File: config.mk
export PLATFORM = sky130hd
export DESIGN_NAME = dcache_ctrl_flat
export DESIGN_NICKNAME = d
export VERILOG_FILES = /design/src/rtl/dcache_ctrl_if.sv /design/src/rtl/dcache_ctrl.sv /design/src/flat_wrapper.sv
export SDC_FILE = /design/constraint.sdc
export NUM_CORES = 1
export LEC_CHECK = 0
export BUFFER_PORTS_ARGS = -buffer_cell sky130_fd_sc_hd__buf_4
export CAP_MARGIN = 20
export CORE_ASPECT_RATIO = 1.75
export CORE_MARGIN = 1.5
export CORE_UTILIZATION = 45
export CTS_CLUSTER_DIAMETER = 100
export CTS_CLUSTER_SIZE = 28
export DETAILED_ROUTE_END_ITERATION = 8
export PLACE_DENSITY = 0.64
export SYNTH_ARGS = -nofsm -noshare
export SYNTH_HDL_FRONTEND = slang
export SYNTH_SLANG_ARGS = --single-unit
export TNS_END_PERCENT = 100
File: constraint.sdc
create_clock -name CLK -period 5.6 [get_ports CLK]
set_input_delay 0.28 -clock CLK [delete_from_list [all_inputs] [get_ports CLK]]
set_output_delay 0.28 -clock CLK [all_outputs]
set_load 0.05 [all_outputs]
File: src/rtl/dcache_ctrl_if.sv
// Word-wide request/acknowledge memory port between the data cache and
// the memory system. The cache is the master; memory is the slave.
interface dcache_ctrl_if;
  logic        MEM_REQ;
  logic        MEM_WE;
  logic [31:0] MEM_ADDR;
  logic [31:0] MEM_WDATA;
  logic [31:0] MEM_RDATA;
  logic        MEM_ACK;

  modport master (
    output MEM_REQ, MEM_WE, MEM_ADDR, MEM_WDATA,
    input  MEM_RDATA, MEM_ACK
  );

  modport slave (
    input  MEM_REQ, MEM_WE, MEM_ADDR, MEM_WDATA,
    output MEM_RDATA, MEM_ACK
  );
endinterface

File: src/rtl/dcache_ctrl.sv
// Direct-mapped, write-through, no-write-allocate data cache with its
// refill/write controller. Loads hit with zero stall; misses refill a
// 4-word line one word at a time; every store is written through to memory.
module dcache_ctrl #(
  parameter int LINES = 8
) (
  input  logic          CLK,
  input  logic          RST,
  input  logic          MemLD,
  input  logic          MemWE,
  input  logic [31:0]   ADDR,
  input  logic [31:0]   WDATA,
  output logic [31:0]   RDATA,
  output logic          stall,
  dcache_ctrl_if.master mem
);

  localparam int IW = $clog2(LINES);
  localparam int TW = 28 - IW;

  typedef enum logic [1:0] {IDLE, FILL, WRITE, DONE} state_t;

  state_t        state;
  logic [1:0]    cnt;
  logic [LINES-1:0] valid;
  logic [TW-1:0] tag_mem  [LINES];
  logic [31:0]   data_mem [LINES][4];

  logic [1:0]    offset;
  logic [IW-1:0] index;
  logic [TW-1:0] tag;
  logic          hit;
  logic          unused_addr;

  assign offset      = ADDR[3:2];
  assign index       = ADDR[3+IW:4];
  assign tag         = ADDR[31:4+IW];
  assign hit         = valid[index] && (tag_mem[index] == tag);
  // Byte offset within a word is meaningless for word-only accesses.
  assign unused_addr = ^ADDR[1:0];

  // Load data straight from the array; forced to zero while in reset.
  assign RDATA = RST ? 32'd0 : data_mem[index][offset];

  // Controller state, word counter and valid bits.
  // NOTE: sequential state uses non-blocking assignments so every register
  // samples pre-edge values regardless of statement order.
  always_ff @(posedge CLK) begin
    if (RST) begin
      state <= IDLE;
      cnt   <= 2'd0;
      valid <= '0;
    end else begin
      case (state)
        IDLE: begin
          if (MemWE) begin
            state <= WRITE;
          end else if (MemLD && !hit) begin
            state        <= FILL;
            cnt          <= 2'd0;
            valid[index] <= 1'b0;
          end
        end
        FILL: begin
          if (mem.MEM_ACK) begin
            cnt <= cnt + 2'd1;
            if (cnt == 2'd3) begin
              valid[index] <= 1'b1;
              state        <= IDLE;
            end
          end
        end
        WRITE: begin
          if (mem.MEM_ACK) state <= DONE;
        end
        DONE: state <= IDLE;
        default: state <= IDLE;
      endcase
    end
  end

  // Tag and data arrays: store-hit update and line refill.
  // NOTE: the arrays carry no reset; the valid bits alone decide whether
  // their contents mean anything, and resetting RAMs defeats RAM inference.
  always_ff @(posedge CLK) begin
    if (!RST) begin
      if (state == IDLE && MemWE && hit) begin
        data_mem[index][offset] <= WDATA;
      end
      if (state == FILL && mem.MEM_ACK) begin
        data_mem[index][cnt] <= mem.MEM_RDATA;
        if (cnt == 2'd3) tag_mem[index] <= tag;
      end
    end
  end

  // Stall and memory-port outputs decoded from state; all idle in reset.
  // NOTE: every output gets a default first so no path infers a latch.
  always_comb begin
    stall         = 1'b0;
    mem.MEM_REQ   = 1'b0;
    mem.MEM_WE    = 1'b0;
    mem.MEM_ADDR  = 32'd0;
    mem.MEM_WDATA = 32'd0;
    if (!RST) begin
      case (state)
        IDLE: stall = MemWE || (MemLD && !hit);
        FILL: begin
          stall        = 1'b1;
          mem.MEM_REQ  = 1'b1;
          mem.MEM_ADDR = {ADDR[31:4], cnt, 2'b00};
        end
        WRITE: begin
          stall         = 1'b1;
          mem.MEM_REQ   = 1'b1;
          mem.MEM_WE    = 1'b1;
          mem.MEM_ADDR  = {ADDR[31:2], 2'b00};
          mem.MEM_WDATA = WDATA;
        end
        default: stall = 1'b0;
      endcase
    end
  end

endmodule

File: src/flat_wrapper.sv
// flat-port wrapper written by rule: the top's interface ports become plain ports
module dcache_ctrl_flat 
#(
  parameter int LINES = 8
)
  (CLK, RST, MemLD, MemWE, ADDR, WDATA, RDATA, stall, mem_MEM_REQ, mem_MEM_WE, mem_MEM_ADDR, mem_MEM_WDATA, mem_MEM_RDATA, mem_MEM_ACK);
  dcache_ctrl_if mem_i ();
  input  logic CLK;
  input  logic RST;
  input  logic MemLD;
  input  logic MemWE;
  input  logic [31:0] ADDR;
  input  logic [31:0] WDATA;
  output logic [31:0] RDATA;
  output logic stall;
  output wire logic [$bits(mem_i.MEM_REQ)-1:0] mem_MEM_REQ;
  output wire logic [$bits(mem_i.MEM_WE)-1:0] mem_MEM_WE;
  output wire logic [$bits(mem_i.MEM_ADDR)-1:0] mem_MEM_ADDR;
  output wire logic [$bits(mem_i.MEM_WDATA)-1:0] mem_MEM_WDATA;
  input wire logic [$bits(mem_i.MEM_RDATA)-1:0] mem_MEM_RDATA;
  input wire logic [$bits(mem_i.MEM_ACK)-1:0] mem_MEM_ACK;
  assign mem_MEM_REQ = mem_i.MEM_REQ;
  assign mem_MEM_WE = mem_i.MEM_WE;
  assign mem_MEM_ADDR = mem_i.MEM_ADDR;
  assign mem_MEM_WDATA = mem_i.MEM_WDATA;
  assign mem_i.MEM_RDATA = mem_MEM_RDATA;
  assign mem_i.MEM_ACK = mem_MEM_ACK;
  dcache_ctrl #(.LINES(LINES)) u_core (.CLK(CLK), .RST(RST), .MemLD(MemLD), .MemWE(MemWE), .ADDR(ADDR), .WDATA(WDATA), .RDATA(RDATA), .stall(stall), .mem(mem_i));
endmodule
# [Yosys cells after proc, flatten, opt, wreduce, memory -nomap -nowiden]
# Memories as Yosys holds them, arrays and structs flattened.
# Cells that the tools add are included.
[op_classes] n_lt_le_gt_ge=6 n_reduce_logical=16 eq_ne=11 n_bitwise=133 mux=175 add_sub_neg=1
[ops] op="$mux 128" count=2
[ops] op="$mux 32" count=8
[ops] op="$mux 1" count=143
[ops] op="$demux 32 s2" count=2
[ops] op="$or 1x1->1" count=128
[ops] op="$bmux 32 s2" count=1
[ops] op="$pmux 32 s2" count=1
[ops] op="$mux 8" count=4
[ops] op="$eq 25x25->1" count=1
[ops] op="$mux 2" count=8
[ops] op="$pmux 8 s2" count=1
[ops] op="$and 8x8->8" count=1
[ops] op="$logic_and 1x1->1" count=8
[ops] op="$not 8->8" count=1
[ops] op="$or 8x8->8" count=1
[ops] op="$pmux 2 s4" count=1
[ops] op="$reduce_and 4->1" count=2
[ops] op="$eq 2x2->1 const B" count=3
[ops] op="$ge 3x3->1 const B" count=2
[ops] op="$lt 3x1->1 const B" count=2
[ops] op="$ne 2x2->1 const B" count=3
[ops] op="$not 2->3" count=2
[ops] op="$reduce_and 5->1" count=1
[ops] op="$lt 3x4->1 const B" count=1
[ops] op="other kinds (14)" count=15
[totals] inputBits=101 ramBits=1224 regBits=12 elab_cells=347 memories=2 out_inout_bits=99
[memory_table] name="u_core.data_mem" depth=8 width=128 rd=1 rd_ports_with_merged_regs=0 wr=1 line="dcache_ctrl.sv:27" source="logic [31:0] data_mem [LINES][4];"
[memory_table] name="u_core.tag_mem" depth=8 width=25 rd=1 rd_ports_with_merged_regs=0 wr=1 line="dcache_ctrl.sv:26" source="logic [TW-1:0] tag_mem [LINES];"

# [Longest topological paths before layout]
# Gate-level depths: netlist of run 1.
[logic_depth] depth_word=9 ltp_mapped=15 depth_no_buf=8

# [Worst setup path after synthesis of run 1]
# OpenSTA, ideal clock, no wires.
[synth_path] path_type="in2reg" from="input port ADDR[6]" to="memory u_core.data_mem[0][100] in the netlist's numbering (enable)" path_buffers=3 path_slack_ns=0.979 cell_stages=11 setup_ns=0.432 t_arrival_ns=4.189 required_time_ns=5.168 path_cell_list="buf_4 > buf_2 > mux4_2 > mux2i_1 > xor2_1 > nand3_1 > or4_4 > nor4_4 > nand4bb_1 > clkbuf_1 > a21oi_1"
[synth_via] elab_chain_cells=8 elab_cells_between_ends=10 classes_between="eq/ne (1); mux (5); bitwise (1); reduce/logical (2); memory (1)"
[synth_rtl] element="from (decl)" line="flat_wrapper.sv:12" source="input logic [31:0] ADDR;"
[synth_rtl] element="$mem_v2 8x25 / $bmux 1 s3 (equally long branches)"
[synth_rtl] element="$eq 25x25->1 / $mux 1 (equally long branches)" line="dcache_ctrl.sv:38" source="assign hit = valid[index] && (tag_mem[index] == tag);"
[synth_rtl] element="$logic_and 1x1->1" line="dcache_ctrl.sv:38"
[synth_rtl] element="$logic_and 1x1->1" line="dcache_ctrl.sv:87" source="if (state == IDLE && MemWE && hit) begin"
[synth_rtl] element="$mux 1" line="dcache_ctrl.sv:87"
[synth_rtl] element="$mux 1" line="dcache_ctrl.sv:86" source="if (!RST) begin"
[synth_rtl] element="$mux 128 (not written as such)" line="dcache_ctrl.sv:88" source="data_mem[index][offset] <= WDATA;"
[synth_rtl] element="$or 1x1->1 (no line)"
[synth_rtl] element="to (decl)" line="dcache_ctrl.sv:27"
# Several ways; a longest one is shown, not always the timed one. The select of a mux whose other input is x is not followed.

# [Worst setup path after layout of run 1]
[layout_path] from="input port ADDR[6]" to="output port RDATA[2]"
[layout_via] elab_chain_cells=5
[layout_rtl] element="$mem_v2 8x128"
[layout_rtl] element="$bmux 32 s2" line="dcache_ctrl.sv:43" source="assign RDATA = RST ? 32'd0 : data_mem[index][offset];"
[layout_rtl] element="$mux 32 (not written as such) (2 in series)" line="dcache_ctrl.sv:43"
[layout_rtl] element="$mux 32" line="dcache_ctrl.sv:43"
[layout_rtl] element="to (decl)" line="flat_wrapper.sv:14" source="output logic [31:0] RDATA;"
# No other way between the ends. The select of a mux whose other input is x is not followed.

==> results of run 1 <==
-- worst register-to-register path, cell delays in order (launching register included) --
cell and delay, ps:
dfxtp_1 350, inv_1 140, ha_1 420, nor2b_1 920, nand3_2 1060, buf_4 660, mux2_2 430
-- cell usage in the layout, fill, tap and decap left out, types with 5 or more instances in the layout --
master         count
a31oi_1            7
o22a_1             5
mux2_2           188
clkbuf_1           7
a21oi_1           86
o22ai_1           10
a21oi_4           32
a221o_1            9
nor2_2            10
a22o_1            76
inv_1             20
dlygate4sd3_1     26
o21ai_0           15
nor2_1            89
a222oi_1          10
nand2_1           29
mux2i_1           97
ha_1               9
buf_12            37
o221ai_1           6
nand3_1           14
and3_1            13
edfxtp_1        1224
o211ai_1          28
a311o_1           16
a22oi_1          259
o32ai_2            7
buf_4            277
nor4_1             8
a211o_1            7
clkbuf_16         51
and2_1            61
dfxtp_1           12
nand4_1           58
mux4_2            13
a221oi_1         129
xor2_1             8
diode_2            5
-- metal layers --
| metal | vias up | wire, µm |
|---|---|---|
| li1 | 11957 | - |
| met1 | 14844 | 54160 |
| met2 | 1746 | 72060 |
| met3 | 359 | 12820 |
| met4 | 20 | 10230 |
| met5 | - | 161 |
-- path summary, 6_finish.rpt --
check / to / slack (ps) / cells after the start
max reg2reg: u_core.data_mem[1][90] / 1340 / 6
min reg2reg: register / 510 / 2
min: u_core.data_mem[6][46] / 40 / 2
max: RDATA[2] / 1060 / 11
-- cell families after synthesis --
kind of cell / after synthesis / share of synthesized area [%]
AO/OA/AOI/OAI: 720 / 11.33
XOR/XNOR: 12 / 0.2153
adder cells (fa/ha/maj): 9 / 0.2307
buffers and inverters: 221 / 1.904
flip-flops: 1236 / 75.78
multiplexers: 302 / 7.087
other: 1 / 0.007682
AND/OR/NAND/NOR: 318 / 3.442
-- area by class of cell --
cell class	instances	area (µm²)	area share [%]
antenna	5	12.51	0.02289
tap	1368	1712	3.131
sequential	1236	37000	67.68
inverter	21	78.83	0.1442
clock inverter	5	90.09	0.1648
timing repair buffer	342	3105	5.681
clock buffer	58	1303	2.383
multi-input combinational	1363	11360	20.79
-- state kept, by name (all words and copies together), names as in the netlist, named ones only --
| signal | flops |
|---|---|
| u_core.cnt | 2 |
| u_core.tag_mem | 200 |
| u_core.state | 2 |
| u_core.data_mem | 1024 |
-- per-stage QoR --
| stage | instance area [µm²] | total power, µW | instances | utilization, % |
|---|---|---|---|---|
| 2_1_floorplan | 48820 | 11540 | 2820 | - |
| 3_3_place_gp | 53000 | 12240 | 4304 | 49.33 |
| 3_5_place_dp | 53000 | 12290 | 4304 | 49.33 |
| 4_1_cts | 54650 | 16530 | 4393 | 50.87 |
| 5_1_grt | 54650 | 16900 | 4394 | 50.87 |
| 6_report | 54660 | 16500 | 4398 | 50.88 |
-- power groups by stage --
stage	clock network, µW	logic [µW]	registers (µW)
4_1_cts	4430	1860	10200
3_3_place_gp	0	1800	10400
3_5_place_dp	0	1830	10500
6_report	4390	1870	10200
2_1_floorplan	0	1090	10400
5_1_grt	4700	1960	10200
-- timing repair --
item,CTS,global route
hold endpoints to repair,202,0
hold buffers,26,0
gates resized for setup,0,0
endpoints found under the setup margin,0,0
==> impl_results.md, run 1 <==
* # rows at between 150 and 200
* Antenna viol nets, final at 0
* I/O pins at 200
* Synth unique cells at between 60 and 70
* Measured slew at the worst slew-check pin at ~1100 ps
* Placed wire-length estimate at about 90000 µm
* Crit path capture type: output port
* Nets at roughly 3100
* Synth Flop Type: edfxtp_1
* Hold Crit Class: primary input to register
* RSZ-0062 raised after global routing: false
* Final setup margin at roughly 1100 ps
* Internal at about 12000 µW
* Setup violations, final at 0
* GR Util met3 at 4.195%
* Post-route minimum period at roughly 4500 ps
* Crit-path max cell delay at 910 ps
* Max Fclk at 220.2 MHz
* DRT iter0 DRCs at 3304
* RR Startpoint: u_core.state[1]
* DRC violations left at 0
* Critical Path Start: ADDR[6]
* Worst Path Buf+Inv at 5
* Gr busiest metal: met2
* Syn avg cell area at roughly 17 µm²
* EDFF count, synth at 1224
* Asr flop ratio synth at 0%
* Hold path start: mem_MEM_RDATA[14]
* Worst path slowest cell: buf_4
* Post-CTS setup buffer count at 0
* Crit Path Class: primary input to output port
* M1 GR Usage at 33.10%
* Overall Global Routing Usage at 26.67%
* H-tree depth at 2
* Status: finished, final reports clean
* Worst Path Required at around 5300 ps
* Largest net degree at the start of global routing at roughly 100
* Sink Count at approximately 1200
* Synth cell count leaders: edfxtp_1, a22oi_1, mux2_2, clkbuf_1, a221oi_1
* Yosys top cell by area: edfxtp_1
* Cell with the most instances after synthesis: edfxtp_1
* Initial antenna violation count at 16
* Most frequent CP cell: buf_4
* Seq pwr share at between 60% and 70%
* Vias in the first global route at approximately 29000
* Pre-CTS setup slack at between 1000 and 1500 ps
* Seq/Total Area, Yosys at between 70 and 80%
* Clock power frac at a little over a quarter
* Yosys reg bits at around 1200
* Share of cells above drive strength 1 at between 20% and 30%
* Die height at around 440 µm
* Worst-skew pair later-pin latency at 700 ps
* Top cells by area, synth: edfxtp_1, mux2_2, a22oi_1, a221oi_1, mux2i_1
* Die W at 252.0 µm
* Critical path fanouts, max at between 70 and 80
* Power per cell area at ~300 mW/mm²
* Ys Warns at 0
* Via/cell ratio at 6.577
* Pins Over Slew Limit at 0
* Final hold violations at 0
* Worst EP arrival at between 4000 and 5000 ps
* # fillers at between 8000 and 9000
* Final hold slack at around 44 ps
* Comb power frac at a little under an eighth
* Cell Area, Synth at approximately 0.05 mm²
* Area share of the largest cell type after synthesis at around 75%
* Sw power at a little over 4000 µW
* Critical path launch point type: primary input
* Max_slew headroom at a little under a quarter
* Maxcap violations at 0
* Pleak at 0.01726 µW
* Total iterations of the first detailed-routing run at 7
* Crit share post-route at approximately 81%
* Gpl congestion at 0.8582
* Port Buffers at between 150 and 200
* GRT Residual Overflow at 0
* Max VDD drop at 0.3069 mV
* First-pass GRT wire length at approximately 210000 µm
* Die area at 0.1105 mm²
* Clock-pin slew on the worst setup and hold paths at about 110 ps
* Cell count after synthesis at around 2800
* P&R area growth vs syn at 11.97%
* Max Buffers Root-to-Sink at 3
* CTS Root Cell: clkbuf_16
* Crit path cell chain: clkbuf_8, buf_4, nor2_4, buf_12, buf_4, a22o_1, a221oi_1, a31oi_1, a21oi_1, nor2_1, buf_4
* Total CTS buffers at 50
* Vias at 28926
* Met2 Use GR at 44.09%
* TritonCTS clock tree: yes
* Core area at between 0.1 and 0.15 mm²
* Final WL at approximately 150000 µm
* Total Negative Setup Slacks at 0 ps
* Sw Ratio at between 20 and 25%
* DR WL/cell at 33.98 µm
* Crit path max-delay family: buffers and inverters
* Setup Skew at roughly 46 ps
* Starting density of the core at between 40% and 50%
Power figures use the tool's default switching activity.
==> inputs of run 2 (changes only) <==
- PLACE_DENSITY: 0.64 -> 0.67
- clock period: 5.6 -> 3.85 ns (I/O delays scaled with it)
==> run 2 against run 1 <==
Critical endpoint is now RDATA[26]. Combinational power grew 58%. Critical path type unchanged. Clock power grew 44%. Flip-flop and latch count is the same.
==> impl_results.md, run 2 (same netlist as run 1, synthesis figures left out) <==
* Status: finished, final reports clean
* Final hold violations at 0
* Overall Global Routing Usage at roughly 27%
* Max Fclk at 262.3 MHz
* # rows at approximately 160
* Measured slew at the worst slew-check pin at ~930 ps
* Worst Path Buf+Inv at 5
* Final WL at between 150000 and 200000 µm
* Pins Over Slew Limit at 0
* Setup Skew at roughly 61 ps
* Placed wire-length estimate at between 90000 and 100000 µm
* Total Negative Setup Slacks at 0 ps
* Crit path capture type: output port
* Total CTS buffers at 50
* CTS Root Cell: clkbuf_16
* Hold Crit Class: primary input to register
* DR WL/cell at ~34 µm
* Design Area, Final at around 0.057 mm²
* Die area at 0.1105 mm²
* Sink Count at 1236
* GRT Residual Overflow at 0
* Seq pwr share at a little over 60%
* Worst EP arrival at 3620 ps
* Power per cell area at 425.0 mW/mm²
* Port Buffers at 195
* Most frequent cells in the layout: edfxtp_1, buf_4, a22oi_1, mux2_2, a221oi_1
* First-pass GRT wire length at roughly 220000 µm
* Top reg by flops: u_core.data_mem
* Maxcap violations at 0
* Die W at ~250 µm
* Crit path cell chain: buf_6, buf_16, nand2b_1, buf_4, nor2_4, buf_12, a22oi_1, nand4_1, nor2_1, a31oi_1, a21oi_1, nor2_1, buf_4
* Crit Path Class: primary input to output port
* Antenna viol nets, final at 0
* Non-filler cells, final at ~4600
* Core area at approximately 0.11 mm²
* Largest net degree at the start of global routing at 81
* Max Buffers Root-to-Sink at 3
* Setup violations, final at 0
* RSZ-0062 raised after global routing: false
* Worst path slowest cell: buf_12
* Utilization after layout at between 50 and 60%
* Placed Area at about 0.054 mm²
* TritonCTS clock tree: yes
* Post-route minimum period at between 3000 and 4000 ps
* Comb power frac at between 10% and 20%
* Crit share post-route at between 90% and 100%
* P&R area growth vs syn at 16.44%
* Max_slew headroom at about 38%
* Worst-skew pair later-pin latency at approximately 710 ps
* Largest registers: u_core.data_mem x1024, u_core.tag_mem x200
* Via/cell ratio at 6.584
* DRC violations left at 0
* Worst Path Required at 3660 ps
* Max FFs per register at 1024
* Placed cell count at 4435
* Critical path launch point type: primary input
* Clock-pin slew on the worst setup and hold paths at 110 ps
* Clock power frac at 26.1%
* Sw Ratio at around a quarter
* Vias in the first global route at roughly 30000
* Gpl congestion at just under 0.9
* I/O pins at 200
* Crit-path max cell delay at 420 ps
* Critical path fanouts, max at 80
* Initial antenna violation count at 9
* Starting density of the core at a little under half
* Most common cell after layout, fill and taps aside: edfxtp_1
* Total iterations of the first detailed-routing run at 7
* Sw power at roughly 5900 µW
* Max VDD drop at roughly 0.38 mV
* Pleak at 0.01836 µW
* DRT iter0 DRCs at approximately 4000
* Crit path max-delay family: buffers and inverters
* H-tree depth at 2
* Overall Power at between 20000 and 25000 µW
* Internal at around 18000 µW
* Share of cells above drive strength 1 at 24.19%
* Die height at around 440 µm
* Nets at between 3000 and 4000
* Vias at slightly above 30000
==> run 2: cell type report <==
| cell class | count | area, µm² |
|---|---|---|
| tap | 1368 | 1712 |
| multi-input combinational | 1363 | 11390 |
| antenna | 5 | 12.51 |
| timing repair buffer | 541 | 5276 |
| inverter | 21 | 78.83 |
| clock inverter | 5 | 95.09 |
| sequential | 1236 | 37000 |
| clock buffer | 59 | 1285 |
| fill | 8494 | 50580 |
==> run 2: path summary, 6_finish.rpt <==
| kind | startpoint | endpoint | slack, ps | cells past startpoint |
|---|---|---|---|---|
| min reg2reg | register | register | 500 | 2 |
| max reg2reg | u_core.tag_mem[1][22] | u_core.data_mem[2][66] | 80 | 11 |
| max | ADDR[4] | RDATA[26] | 40 | 13 |
| min | mem_MEM_RDATA[3] | u_core.data_mem[1][35] | 10 | 2 |
==> run 2: power by group through the flow <==
stage / Combinational (µW) / Sequential, µW / Clock (µW)
floorplan: 1590 / 15200 / 0
global placement: 2750 / 15200 / 0
detailed placement: 2800 / 15200 / 0
CTS: 2900 / 14900 / 6340
global route: 3070 / 14900 / 6750
finish: 2950 / 14900 / 6320
==> run 2: worst reg2reg max path, cell delays in order, from the launching register on <==
cell and delay, ps:
edfxtp_1 390, mux4_1 500, mux2i_1 180, xor2_1 200, nand3_1 120, or4_4 570
nor4_4 390, buf_4 220, nand4b_2 140, buf_12 200, a21oi_4 230, buf_4 330
==> run 2: layer usage <==
metal / vias to the layer above / wire, µm / global-route usage, %
met3: 439 / 13940 / 4.538
met4: 10 / 9809 / 15.80
met1: 15391 / 52180 / 31.98
met5: - / 65 / 0
met2: 2077 / 78130 / 47.90
li1: 12354 / - / -
==> run 2: per-stage QoR <==
step,hold WS (ps),setup slack [ps]
finish,10.26,37.26
global route,26.89,22.33
CTS,0.4357,61.02
detailed placement,451.8,-13.73
global placement,442.9,-46.24
floorplan,291.4,-683.1
==> run 2: repair_timing <==
item / 4_1_cts / 5_1_grt
hold buffers: 93 / 0
buffers inserted: 1 / 0
endpoints found under the hold margin: 736 / 0
resized for setup: 0 / 6
pin swaps: 1 / 0
endpoints found under the setup margin: 1 / 41
